## src/rtl/fpnew_pkg.sv

```systemverilog
// Shared types for the FP opgroup slices: status flags, the sequencer retirement
// mode and small lane-index helpers.
package fpnew_pkg;

   typedef struct packed {
      logic nv;  // invalid operation
      logic dz;  // divide by zero
      logic of;  // overflow
      logic uf;  // underflow
      logic nx;  // inexact
   } status_t;

   typedef enum logic {
      SEQ_INORDER,
      SEQ_RR
   } seq_mode_e;

   function automatic seq_mode_e seq_mode(input bit in_order);
      return in_order ? SEQ_INORDER : SEQ_RR;
   endfunction

   // Lane index base+off taken modulo the number of lanes.
   function automatic int unsigned lane_wrap(input int unsigned base,
                                             input int unsigned off,
                                             input int unsigned num_lanes);
      return (base + off) % num_lanes;
   endfunction

endpackage

```

## src/rtl/fpnew_lane_order_fifo.sv

```systemverilog
// Issue-order FIFO of lane indices: the head names the only lane allowed to retire.
module fpnew_lane_order_fifo
   import fpnew_pkg::*;
#(
   parameter int unsigned Depth = 4,
   parameter int unsigned LaneW = 3
) (
   input  logic             clk_i,
   input  logic             rst_ni,
   input  logic             flush_i,
   input  logic             push_i,
   input  logic [LaneW-1:0] lane_i,
   input  logic             pop_i,
   output logic [LaneW-1:0] head_o,
   output logic             empty_o,
   output logic             full_o
);

   localparam int unsigned PtrW  = $clog2(Depth);
   localparam int unsigned FillW = PtrW + 1;

   logic [LaneW-1:0] mem_reg [Depth];
   logic [PtrW-1:0]  wr_ptr_reg;
   logic [PtrW-1:0]  rd_ptr_reg;
   logic [FillW-1:0] fill_reg;
   logic [FillW-1:0] fill_next;
   logic             do_push;
   logic             do_pop;

   assign empty_o = (fill_reg == '0);
   assign full_o  = (fill_reg == FillW'(Depth));
   assign head_o  = mem_reg[rd_ptr_reg];

   // A push into a full FIFO is only legal when the head leaves in the same cycle.
   assign do_pop  = pop_i & ~empty_o;
   assign do_push = push_i & (~full_o | do_pop);

   always_comb begin
      fill_next = fill_reg;
      case ({do_push, do_pop})
         2'b10:   fill_next = fill_reg + 1'b1;
         2'b01:   fill_next = fill_reg - 1'b1;
         default: fill_next = fill_reg;
      endcase
   end

   always_ff @(posedge clk_i) begin
      if (do_push) begin
         mem_reg[wr_ptr_reg] <= lane_i;
      end
   end

   always_ff @(posedge clk_i) begin
      if (!rst_ni || flush_i) begin
         wr_ptr_reg <= '0;
         rd_ptr_reg <= '0;
         fill_reg   <= '0;
      end else begin
         if (do_push) begin
            wr_ptr_reg <= wr_ptr_reg + 1'b1;
         end
         if (do_pop) begin
            rd_ptr_reg <= rd_ptr_reg + 1'b1;
         end
         fill_reg <= fill_next;
      end
   end

endmodule

```

## src/rtl/fpnew_opgroup_result_sequencer.sv

```systemverilog
// Merges the result streams of the format slices of one opgroup into a single
// output stream, retiring either in issue order or round-robin by completion.
module fpnew_opgroup_result_sequencer
   import fpnew_pkg::*;
#(
   parameter int unsigned NumLanes  = 5,
   parameter int unsigned Width     = 32,
   parameter int unsigned Depth     = 4,
   parameter bit          InOrder   = 1'b1,
   parameter bit          OutputReg = 1'b0,
   parameter type         TagType   = logic,
   localparam int unsigned LaneW    = $clog2(NumLanes),
   localparam int unsigned CntW     = $clog2(Depth) + 1
) (
   input  logic                           clk_i,
   input  logic                           rst_ni,
   input  logic                           flush_i,
   input  logic                           issue_valid_i,
   input  logic [LaneW-1:0]               issue_lane_i,
   output logic                           issue_ready_o,
   input  logic [NumLanes-1:0]            lane_valid_i,
   output logic [NumLanes-1:0]            lane_ready_o,
   input  logic [NumLanes-1:0][Width-1:0] lane_result_i,
   input  status_t [NumLanes-1:0]         lane_status_i,
   input  logic [NumLanes-1:0]            lane_ext_i,
   input  TagType [NumLanes-1:0]          lane_tag_i,
   output logic                           out_valid_o,
   input  logic                           out_ready_i,
   output logic [Width-1:0]               result_o,
   output status_t                        status_o,
   output logic                           extension_bit_o,
   output TagType                         tag_o,
   output logic [CntW-1:0]                outstanding_o,
   output logic                           busy_o
);

   localparam seq_mode_e Mode = seq_mode(InOrder);

   logic [CntW-1:0]  count_reg;
   logic [CntW-1:0]  count_next;
   logic [LaneW-1:0] rr_ptr_reg;
   logic [LaneW-1:0] rr_ptr_next;
   logic [LaneW-1:0] rr_cand;
   logic             grant_valid;
   logic [LaneW-1:0] grant_idx;
   logic             stage_ready;
   logic             retire;
   logic             issue_fire;
   logic             can_track;
   logic             out_valid_reg;
   logic [LaneW-1:0] head_lane;
   logic             fifo_empty;
   logic             fifo_full;
   logic [Width-1:0] sel_result;
   status_t          sel_status;
   logic             sel_ext;
   TagType           sel_tag;

   generate
      if (Mode == SEQ_INORDER) begin : g_order
         fpnew_lane_order_fifo #(
            .Depth (Depth),
            .LaneW (LaneW)
         ) i_order_fifo (
            .clk_i   (clk_i),
            .rst_ni  (rst_ni),
            .flush_i (flush_i),
            .push_i  (issue_fire),
            .lane_i  (issue_lane_i),
            .pop_i   (retire),
            .head_o  (head_lane),
            .empty_o (fifo_empty),
            .full_o  (fifo_full)
         );
         // The FIFO fill level tracks the outstanding count exactly.
         assign can_track = ~fifo_full;
      end else begin : g_no_order
         assign head_lane  = '0;
         assign fifo_empty = 1'b1;
         assign fifo_full  = 1'b0;
         assign can_track  = (count_reg < CntW'(Depth));
      end
   endgenerate

   always_comb begin
      grant_valid = 1'b0;
      grant_idx   = '0;
      rr_cand     = '0;
      if (Mode == SEQ_INORDER) begin
         if (!fifo_empty && lane_valid_i[head_lane]) begin
            grant_valid = 1'b1;
            grant_idx   = head_lane;
         end
      end else begin
         for (int unsigned i = 0; i < NumLanes; i++) begin
            rr_cand = LaneW'(lane_wrap(32'(rr_ptr_reg), i, NumLanes));
            if (!grant_valid && lane_valid_i[rr_cand]) begin
               grant_valid = 1'b1;
               grant_idx   = rr_cand;
            end
         end
      end
   end

   // With the output register, a full register still accepts when it drains this cycle.
   assign stage_ready   = OutputReg ? (~out_valid_reg | out_ready_i) : out_ready_i;
   assign retire        = grant_valid & stage_ready & ~flush_i;
   assign issue_ready_o = ~flush_i & (can_track | retire);
   assign issue_fire    = issue_valid_i & issue_ready_o;

   generate
      for (genvar gi = 0; gi < NumLanes; gi++) begin : g_lane_ready
         assign lane_ready_o[gi] = flush_i | (retire & (grant_idx == LaneW'(gi)));
      end
   endgenerate

   always_comb begin
      count_next = count_reg;
      if (flush_i) begin
         count_next = '0;
      end else if (issue_fire && !retire) begin
         count_next = count_reg + 1'b1;
      end else if (!issue_fire && retire && (count_reg != '0)) begin
         count_next = count_reg - 1'b1;
      end
   end

   always_comb begin
      rr_ptr_next = rr_ptr_reg;
      if (flush_i) begin
         rr_ptr_next = '0;
      end else if (retire && (Mode == SEQ_RR)) begin
         rr_ptr_next = LaneW'(lane_wrap(32'(grant_idx), 1, NumLanes));
      end
   end

   always_ff @(posedge clk_i) begin
      if (!rst_ni) begin
         count_reg  <= '0;
         rr_ptr_reg <= '0;
      end else begin
         count_reg  <= count_next;
         rr_ptr_reg <= rr_ptr_next;
      end
   end

   always_comb begin
      sel_result = lane_result_i[grant_idx];
      sel_status = lane_status_i[grant_idx];
      sel_ext    = lane_ext_i[grant_idx];
      sel_tag    = lane_tag_i[grant_idx];
   end

   generate
      if (OutputReg) begin : g_out_reg
         logic [Width-1:0] result_reg;
         status_t          status_reg;
         logic             ext_reg;
         TagType           tag_reg;

         always_ff @(posedge clk_i) begin
            if (!rst_ni || flush_i) begin
               out_valid_reg <= 1'b0;
            end else if (stage_ready) begin
               out_valid_reg <= retire;
            end
         end

         always_ff @(posedge clk_i) begin
            if (retire) begin
               result_reg <= sel_result;
               status_reg <= sel_status;
               ext_reg    <= sel_ext;
               tag_reg    <= sel_tag;
            end
         end

         assign out_valid_o     = out_valid_reg & ~flush_i;
         assign result_o        = result_reg;
         assign status_o        = status_reg;
         assign extension_bit_o = ext_reg;
         assign tag_o           = tag_reg;
      end else begin : g_out_comb
         assign out_valid_reg   = 1'b0;
         assign out_valid_o     = grant_valid & ~flush_i;
         assign result_o        = sel_result;
         assign status_o        = sel_status;
         assign extension_bit_o = sel_ext;
         assign tag_o           = sel_tag;
      end
   endgenerate

   assign outstanding_o = count_reg;
   assign busy_o        = (count_reg != '0) | (|lane_valid_i) | out_valid_reg;

endmodule
```

## config.mk

```make
export PLATFORM = sky130hd
export DESIGN_NAME = fpnew_opgroup_result_sequencer
export DESIGN_NICKNAME = d
export VERILOG_FILES = /design/src/rtl/fpnew_pkg.sv /design/src/rtl/fpnew_lane_order_fifo.sv /design/src/rtl/fpnew_opgroup_result_sequencer.sv
export SDC_FILE = /design/constraint.sdc
export NUM_CORES = 1
export LEC_CHECK = 0
export ABC_AREA = 1
export CAP_MARGIN = 20
export CORE_MARGIN = 4
export CORE_UTILIZATION = 32
export DETAILED_ROUTE_END_ITERATION = 12
export PLACE_DENSITY = 0.82
export SLEW_MARGIN = 10
export SYNTH_ARGS = -nofsm -noshare
export SYNTH_HDL_FRONTEND = slang
export SYNTH_HIERARCHICAL = 1
export SYNTH_SLANG_ARGS = --single-unit
```

## constraint.sdc

```tcl
create_clock -name clk_i -period 4.3 [get_ports clk_i]
set_input_delay 0.645 -clock clk_i [delete_from_list [all_inputs] [get_ports clk_i]]
set_output_delay 0.645 -clock clk_i [all_outputs]
set_load 0.02 [all_outputs]
```

Word-level counts from Yosys, hierarchy flattened
Memories as Yosys holds them, arrays and structs flattened. A register that Yosys moved wholly into a read port is not among the register bits.
Cells that the tools add are included.
W data, S select, Z words.
{"block": "op_classes", "bitwise": 24, "n_eq_ne": 7, "mux": 19, "order_cmp": 2, "reduce_logical": 16, "n_addsub": 6}
{"operator": "$bmux W32 S3", "n": 1}
{"operator": "$mux W32", "n": 1}
{"operator": "$bmux W5 S3", "n": 1}
{"operator": "$and A1 B1 Y1", "n": 12}
{"operator": "$bmux W1 S3", "n": 3}
{"operator": "$mux W3", "n": 3}
{"operator": "$lt A3 B4 Y1 const B", "n": 2}
{"operator": "$or A1 B1 Y1", "n": 8}
{"operator": "$add A3 B1 Y3 const B", "n": 2}
{"operator": "$eq A3 B2 Y1 const B", "n": 2}
{"operator": "$eq A3 B3 Y1 const B", "n": 2}
{"operator": "$logic_not A3 Y1", "n": 2}
{"operator": "$mux W1", "n": 6}
{"operator": "$pmux W3 S2", "n": 1}
{"operator": "$sub A3 B1 Y3 const B", "n": 2}
{"operator": "$mux W5", "n": 1}
{"operator": "$reduce_or A5 Y1", "n": 1}
{"operator": "$add A2 B1 Y2 const B", "n": 2}
{"operator": "$logic_and A1 B1 Y1", "n": 4}
{"operator": "$logic_not A1 Y1", "n": 4}
{"operator": "$mux W2", "n": 2}
{"operator": "$not A1 Y1", "n": 4}
{"operator": "$reduce_bool A2 Y1", "n": 2}
{"operator": "$eq A3 B1 Y1 const B", "n": 1}
{"operator": "5 further kinds", "n": 5}
{"block": "word_totals", "output_inout_bits": 50, "mem_bits_rw": 12, "mem_count": 1, "ff_bits": 10}
{"name": "g_order.i_order_fifo.mem_reg", "depth": 4, "width": 3, "rd": 1, "rd_ports_with_merged_regs": 1, "write_ports": 1, "line": "fpnew_lane_order_fifo.sv:22", "text": "logic [LaneW-1:0] mem_reg [Depth];"}

Logic depth before layout (Yosys ltp)
Gate-level depths: netlist (run 1).
{"block": "depth", "depth_word": 14, "depth_mapped": 23, "depth_no_buf": 23}

Cells and area by module
Netlist (run 1), hierarchy kept.
{"mod": "fpnew_opgroup_result_sequencer", "n_inst": 1, "seq_area_each_um2": 60.1, "cells_per_inst": 414, "area_per_inst_um2": 1944.4}
{"mod": "fpnew_lane_order_fifo", "n_inst": 1, "seq_area_each_um2": 540.5, "cells_per_inst": 106, "area_per_inst_um2": 977.2}

Least setup slack after synthesis (run 1)
No wires, ideal clock.
{"block": "synth_timing", "path_type": "flip-flop to flip-flop", "from": "register (tool-made name)", "to": "register g_order.i_order_fifo.fill_reg[1]", "path_buffers": 0, "arrival_ns": 3.051, "stages_incl_launch_ff": 17, "path_slack_ns": 1.179, "setup_time_ns": 0.070, "required_ns": 4.230, "cell_sequence": "dfxtp_1 > inv_1 > o21ai_0 > o22ai_1 > inv_2 > nand2_1 > nand3_1 > nand2_1 > nand2_1 > nand2_4 > nand4_2 > a21boi_0 > nand2_1 > ha_1 > inv_1 > fa_1 > a21oi_1"}
{"item": "end signal: assignment", "line": "fpnew_lane_order_fifo.sv:65", "text": "fill_reg <= fill_next;"}
{"item": "end: declaration", "line": "fpnew_lane_order_fifo.sv:25", "text": "logic [FillW-1:0] fill_reg;"}

==> results of run 1 <==
-- cell type report --
class                      count  area, um2  area share, %
clock buffer                   3       41.3          0.727
clock inverter                 1       30.0          0.529
inverter                      39        146           2.58
multi-input combinational    425       2040           35.8
sequential                    24        601           10.6
tap                          108        135           2.38
timing repair buffer         269       2690           47.4
-- worst reg2reg max path, delay by kind of cell (launching register included) --
family	cells	cell delay [ns]
fa+ha+maj	2	0.69
buf+inv	3	0.44
flops	1	0.42
compound gates	4	1.08
simple gates	6	0.84
-- cells in the mapped netlist (all sizes together) --
library cell / n / area share, %
nand4: 42 / 9.2
inv: 39 / 5.0
nor2: 29 / 4.8
o31ai: 1 / 0.26
clkbuf: 16 / 2.1
nand2: 229 / 30
o21ai: 10 / 1.7
o21bai: 1 / 0.26
ha: 5 / 2.1
nor3: 3 / 0.51
edfxtp: 12 / 12
dfxtp: 12 / 8.2
a21boi: 1 / 0.26
buf: 16 / 3.3
a21oi: 7 / 1.3
fa: 2 / 1.4
nand3: 92 / 17
o22ai: 3 / 0.64
-- layer usage --
layer  global-route usage (%)  vias up
li1                         -     2198
met1                     32.8     2016
met2                     48.4      231
met3                     4.66       39
met4                     7.31        0
met5                        0        -
-- how the worst max path moves through the flow --
| stage | startpoint | to | slack, ns |
|---|---|---|---|
| detailed placement | flip-flop | result_o[31] | 0.48 |
| global route | flip-flop | lane_ready_o[0] | -0.004 |
| floorplan | flip-flop | g_order.i_order_fifo/fill_reg[1] | 1.18 |
| CTS | flip-flop | result_o[31] | 0.19 |
| global placement | flip-flop | tag_o | 0.54 |
| finish | flip-flop | result_o[31] | 0.33 |
-- where the power goes --
| part | switching, mW | leakage (nW) | internal (mW) |
|---|---|---|---|
| Clock | 0.0722 | 0.0357 | 0.124 |
| Sequential | 0.00345 | 0.206 | 0.244 |
| Combinational | 0.174 | 2.10 | 0.266 |
| Total | 0.250 | 2.34 | 0.634 |
-- metrics by stage --
step            TNS, ns  worst slack (ns)  cells
6_report              0             0.331    869
5_1_grt        -0.00447          -0.00447    869
4_1_cts               0             0.189    869
3_5_place_dp          0             0.483    865
3_3_place_gp          0             0.545    865
2_1_floorplan         0              1.18    520
-- cell families (layout without fill, tap and decap cells) --
logic type      after synthesis  count (layout)  share of synthesized area [%]
compound gates               23              23                           4.45
fa+ha+maj                     7               7                           3.51
buf+inv                      71             312                           10.4
flops                        24              24                           20.6
simple gates                395             395                           61.1
==> impl_results.md, run 1 <==
* Status: completed
* Gr usage total at 26.8%
* Total CTS buffers at 3
* Flops & latches, synth at 24
* Clk sinks at 24
* Core area at 0.00881 mm2
* Met2 routed WL at 7640 um
* Die height at 104 um
* R2r endpoint: g_order.i_order_fifo/fill_reg[1]
* Cell Chain, Critical Path: inv_1, o21ai_0, o22ai_2, inv_1, nand3_1, nand2_1, nand2_1, nand2_4, nand3_4, inv_2, buf_12, nand3_1, nand4_1, nand2_1, nand2_1, clkdlybuf4s50_1
* CP top delay family: buffers and inverters
* Vias post-DR at 4,484
* Diodes inserted at 0
* Data required, critical path at 3.65 ns
* Synth Instances at 520
* Drt first pass iters at 8
* Hold Crit Start: g_order.i_order_fifo/rd_ptr_reg[1]
* Residual DRC at 0
* Total wire length at 15,300 um
* Slowest cell delay on critical path at 0.60 ns
* Hold Vio Cnt, Final at 0
* Pwr Total at 0.884 mW
* CP Capture Type: output pin
* Mean Syn Cell Area at 5.62 um2
* Post-detail-place hpwl at 12,200 um
* Num rows at 34
* Largest net degree at the start of global routing at 42
* Post_cts resized at 0
* Met3 wire length at 1190 um
* Vias in the first global route at 4,332
* Mapped Area at 0.00292 mm2
* Post-synth net total at 735
* First-pass GRT wire length at 23,600 um
* Fin crit share at 92.3%
* Commonest non-fill, non-tap cell in the layout: clkdlybuf4s50_1
* Net count, final at 977
* Filler Cells Inserted at 801
* Gr ovfl total at 0
* CP max stage cell: clkdlybuf4s50_1
* Slew @ Worst Pin at 0.570 ns
* Gp weighted congestion at 0.983
* Fmax at 252 MHz
* Largest register FFs at 12
* Finished Cell Area at 0.00568 mm2
* Power Density at 156 mW/mm2
* Clk_lat worst skew at 0.27 ns
* Setup Fix Bufs, Post-CTS at 0
* R2r worst-path depth at 15
* Initial antenna violation count at 0
* DP Area at 0.00559 mm2
* Clk slew on worst S/H paths at 0.08 ns
* Final setup viols at 0
* Final Critical Period at 3.97 ns
* Number of stages on the worst setup path at 16
* Post-route ant nets at 0
* Hold_ws at 0.526 ns
* Register area share after synthesis at 20.6%
* Met1 wire length at 6020 um
* Initial DRC count at 293
* Wire length per cell at 17.6 um
* Nature of the critical path startpoint: flip-flop
* Fraction of layout cells with a size suffix above 1 at 4.73%
* Clock buffer depth at 2
* Max cap viols at 0
* I/O pins at 258
* Worst path arrival time at 3.32 ns
* Max-slew violations at 0
* Initial Utilization at 33.2%
* Width of the die at 104 um
* Uppermost routed layer: met4
* CTS root buf: clkbuf_8
* Port buffer count at 257
* WS Path Type: flip-flop to output pin
* Layout Skew at 0.00453 ns
* Die ar. at 0.0107 mm2
* Synth cell types at 31
* Final Util at 64.5%
* CP most frequent cell: nand2_1
* Worst Hold Class: flip-flop to flip-flop
* Critical path peak fanout at 28
* Hold path endpoint: g_order.i_order_fifo/rd_ptr_reg[1]
* H-tree Lvls at 1
* Via density at 5.16
* Bufs and invs on worst path at 5
* Leakage at 2.34 nW
* Hold Path Cell Cnt at 2
* Cts hold-fix bufs at 0
* Slew HR at 61.6%
* Most frequent cells in the layout: 257 x clkdlybuf4s50_1, 226 x nand2_1, 89 x nand3_1
* CTS tree: yes
* Yosys warns at 6
* Area growth syn-to-layout at 94.4%
* Reg2reg setup slack at 0.76 ns
* Peak supply drop at 0.191 mV
Note: power is estimated with default switching activity, not from simulation.
==> run 2, diff against run 1 <==
--- a/config.mk
+++ b/config.mk
@@ -8,9 +8,9 @@
 export ABC_AREA = 1
 export CAP_MARGIN = 20
 export CORE_MARGIN = 4
-export CORE_UTILIZATION = 32
+export CORE_UTILIZATION = 29
 export DETAILED_ROUTE_END_ITERATION = 12
-export PLACE_DENSITY = 0.82
+export PLACE_DENSITY = 0.78
 export SLEW_MARGIN = 10
 export SYNTH_ARGS = -nofsm -noshare
 export SYNTH_HDL_FRONTEND = slang
==> constraint.sdc (replaced) <==
create_clock -name clk_i -period 3.5 [get_ports clk_i]
set_input_delay 0.525 -clock clk_i [delete_from_list [all_inputs] [get_ports clk_i]]
set_output_delay 0.525 -clock clk_i [all_outputs]
set_load 0.02 [all_outputs]
==> impl_results.md, run 2 (synthesis gave the netlist of run 1 again) <==
* Status: completed (unchanged)
* Die height at 108 um (was 104 um)
* Largest register FFs at 12 (unchanged)
* Nature of the critical path startpoint: flip-flop (unchanged)
* CP max stage cell: dfxtp_2 (was clkdlybuf4s50_1)
* Largest net degree at the start of global routing at 40 (was 42)
* Gp weighted congestion at 0.897 (was 0.983)
* Net count, final at 987 (was 977)
* Via density at 4.98 (was 5.16)
* Max cap viols at 0 (unchanged)
* CP most frequent cell: nand2_1 (unchanged)
* Combinational power share at 48.2% (was 49.8%)
* Port buffer count at 257 (unchanged)
* Setup tns final at 0 ns (unchanged)
* Final Util at 58.5% (was 64.5%)
* Residual DRC at 0 (unchanged)
* Vias post-DR at 4,501 (was 4,484)
* H-tree Lvls at 1 (unchanged)
* Slew HR at 67.6% (was 61.6%)
* Max-slew violations at 0 (unchanged)
* Clk pwr share at 23.1% (was 22.2%)
* Total CTS buffers at 3 (unchanged)
* Final Critical Period at 3.24 ns
* Critical path peak fanout at 39 (was 28)
* Slowest cell delay on critical path at 0.38 ns (was 0.60 ns)
* Pwr Total at 1.06 mW (was 0.884 mW)
* Area growth syn-to-layout at 95.7% (was 94.4%)
* Cts hold-fix bufs at 0 (unchanged)
* Drt first pass iters at 4 (was 8)
* First-pass GRT wire length at 22,900 um (was 23,600 um)
* Total wire length at 15,600 um (was 15,300 um)
* Fmax at 308 MHz
* Commonest non-fill, non-tap cell in the layout: nand2_1 (was clkdlybuf4s50_1)
* Setup Fix Bufs, Post-CTS at 0 (unchanged)
* Hold Vio Cnt, Final at 0 (unchanged)
* Clock buffer depth at 2 (unchanged)
* WS Path Type: flip-flop to output pin (unchanged)
* Net Sw Frac at 28.9% (was 28.2%)
* Gr usage total at 24.7% (was 26.8%)
* Fraction of layout cells with a size suffix above 1 at 8.56% (was 4.73%)
* Fin crit share at 92.7%
* CP Capture Type: output pin (unchanged)
* Worst path arrival time at 2.72 ns (was 3.32 ns)
* CTS tree: yes (unchanged)
* Net switching power at 0.305 mW (was 0.250 mW)
* Worst Hold Class: flip-flop to flip-flop (unchanged)
* Leakage at 2.47 nW (was 2.34 nW)
* Data required, critical path at 2.97 ns (was 3.65 ns)
* Post-route ant nets at 0 (unchanged)
* CP top delay family: buffers and inverters (unchanged)
* Clk_lat worst skew at 0.27 ns (about the same)
* Initial DRC count at 375 (was 293)
* Final setup viols at 0 (unchanged)
* Clk sinks at 24 (unchanged)
* Pint at 0.751 mW (was 0.634 mW)
* Initial Utilization at 29.9% (was 33.2%)
* Diodes inserted at 0 (unchanged)
* Bufs and invs on worst path at 5 (unchanged)
* Wire length per cell at 17.2 um (was 17.6 um)
* Reg power frac at 28.8% (was 28.0%)
* Hold_ws at 0.509 ns (was 0.526 ns)
* Peak supply drop at 0.225 mV (was 0.191 mV)
* CTS root buf: clkbuf_8 (unchanged)
* Vias in the first global route at 4,439 (was 4,332)
* Width of the die at 108 um (was 104 um)
* Cell Chain, Critical Path: inv_1, o21ai_0, o22ai_1, buf_4, nand2_1, nand3_1, nand2_1, nand2_1, nand2_4, nand3_4, inv_2, buf_12, nand3_1, nand4_1, nand2_1, nand2_1, dlygate4sd2_1 (was inv_1, o21ai_0, o22ai_2, inv_1, nand3_1, nand2_1, nand2_1, nand2_4, nand3_4, inv_2, buf_12, nand3_1, nand4_1, nand2_1, nand2_1, clkdlybuf4s50_1)
* Num rows at 36 (was 34)
* Die ar. at 0.0117 mm2 (was 0.0107 mm2)
* Layout Skew at 0.00459 ns (was 0.00453 ns)
* Post-detail-place hpwl at 12,400 um (was 12,200 um)
* Core area at 0.00977 mm2 (was 0.00881 mm2)
* Power Density at 185 mW/mm2 (was 156 mW/mm2)
* I/O pins at 258 (unchanged)
* Slew @ Worst Pin at 0.487 ns (was 0.570 ns)
* Gr ovfl total at 0 (unchanged)
* Initial antenna violation count at 1 (was 0)
* Most frequent cells in the layout: 225 x nand2_1, 213 x clkdlybuf4s50_1, 89 x nand3_1 (was 257 x clkdlybuf4s50_1, 226 x nand2_1, 89 x nand3_1)
* Clk slew on worst S/H paths at 0.09 ns (was 0.08 ns)
## run 2: cell types whose count changed in the layout (fill, tap and decap cells not counted), sizes merged
| cell | previous run | this run |
|---|---|---|
| dlymetal6s2s | 0 | 4 |
| bufbuf | 0 | 1 |
| dlygate4sd2 | 0 | 16 |
| clkdlybuf4s15 | 0 | 4 |
| buf | 12 | 21 |
| clkdlybuf4s50 | 257 | 213 |
| clkbuf | 3 | 23 |
## run 2: final timing paths
check | start | end | slack (ns) | cells after the start
setup / recovery | flip-flop | result_o[2] | 0.26 | 17
hold / removal | g_order.i_order_fifo/rd_ptr_reg[1] | g_order.i_order_fifo/rd_ptr_reg[1] | 0.51 | 2
setup reg to reg | flip-flop | g_order.i_order_fifo/fill_reg[2] | 0.39 | 23
hold reg to reg | g_order.i_order_fifo/rd_ptr_reg[1] | g_order.i_order_fifo/rd_ptr_reg[1] | 0.51 | 2
## run 2: area by class of cell
cell class / instances / area, um2
flip-flops and latches: 24 / 602
repair buffers: 279 / 2710
multi-input cells: 425 / 2030
well taps: 133 / 166
clock buffers: 3 / 41.3
inverters: 39 / 146
fillers: 918 / 4060
clock inverters: 1 / 30.0
## run 2: per-layer routing
layer	vias to the layer above	GRT usage, %	share of wire, %
met2	199	46.1	51
met3	38	5.37	9.2
met4	2	7.94	3.1
li1	2224	-	-
met1	2038	27.8	36
met5	-	0	0.083
## run 2: timing repair
action,4_1_cts,5_1_grt
setup endpoints to repair,39,45
pin swaps,0,0
resized for setup,42,49
gates cloned,1,0
## run 2: power by group through the flow
stage | clock, mW | sequential [mW] | combinational [mW]
3_3_place_gp | 0 | 0.310 | 0.534
5_1_grt | 0.263 | 0.305 | 0.544
6_report | 0.243 | 0.304 | 0.508
4_1_cts | 0.248 | 0.304 | 0.513
2_1_floorplan | 0 | 0.311 | 0.177
3_5_place_dp | 0 | 0.310 | 0.538
## run 2: stage by stage
stage                     cells  setup WS, ns  area, um2
after global placement      899         0.170       5720
after detailed placement    899         0.156       5720
after floorplan             520         0.379       2920
after global routing        904      -0.00137       5720
after CTS                   904       0.00105       5780
final                       904         0.257       5720
## run 2: worst reg2reg max path: cells and delay by family, from the launching register on
kind	cells	cell delay, ns
AND/OR/NAND/NOR	13	1.10
flip-flops	1	0.35
adder cells (fa/ha/maj)	2	0.58
buffers and inverters	6	0.67
AO/OA/AOI/OAI	2	0.30
==> run 3, diff against run 2 <==
--- a/config.mk
+++ b/config.mk
@@ -6,7 +6,7 @@
 export NUM_CORES = 1
 export LEC_CHECK = 0
 export ABC_AREA = 1
-export CAP_MARGIN = 20
+export CAP_MARGIN = 15
 export CORE_MARGIN = 4
 export CORE_UTILIZATION = 29
 export DETAILED_ROUTE_END_ITERATION = 12
==> results of run 3 <==
The final DEF is identical to that of run 2; final timing and power are the same.
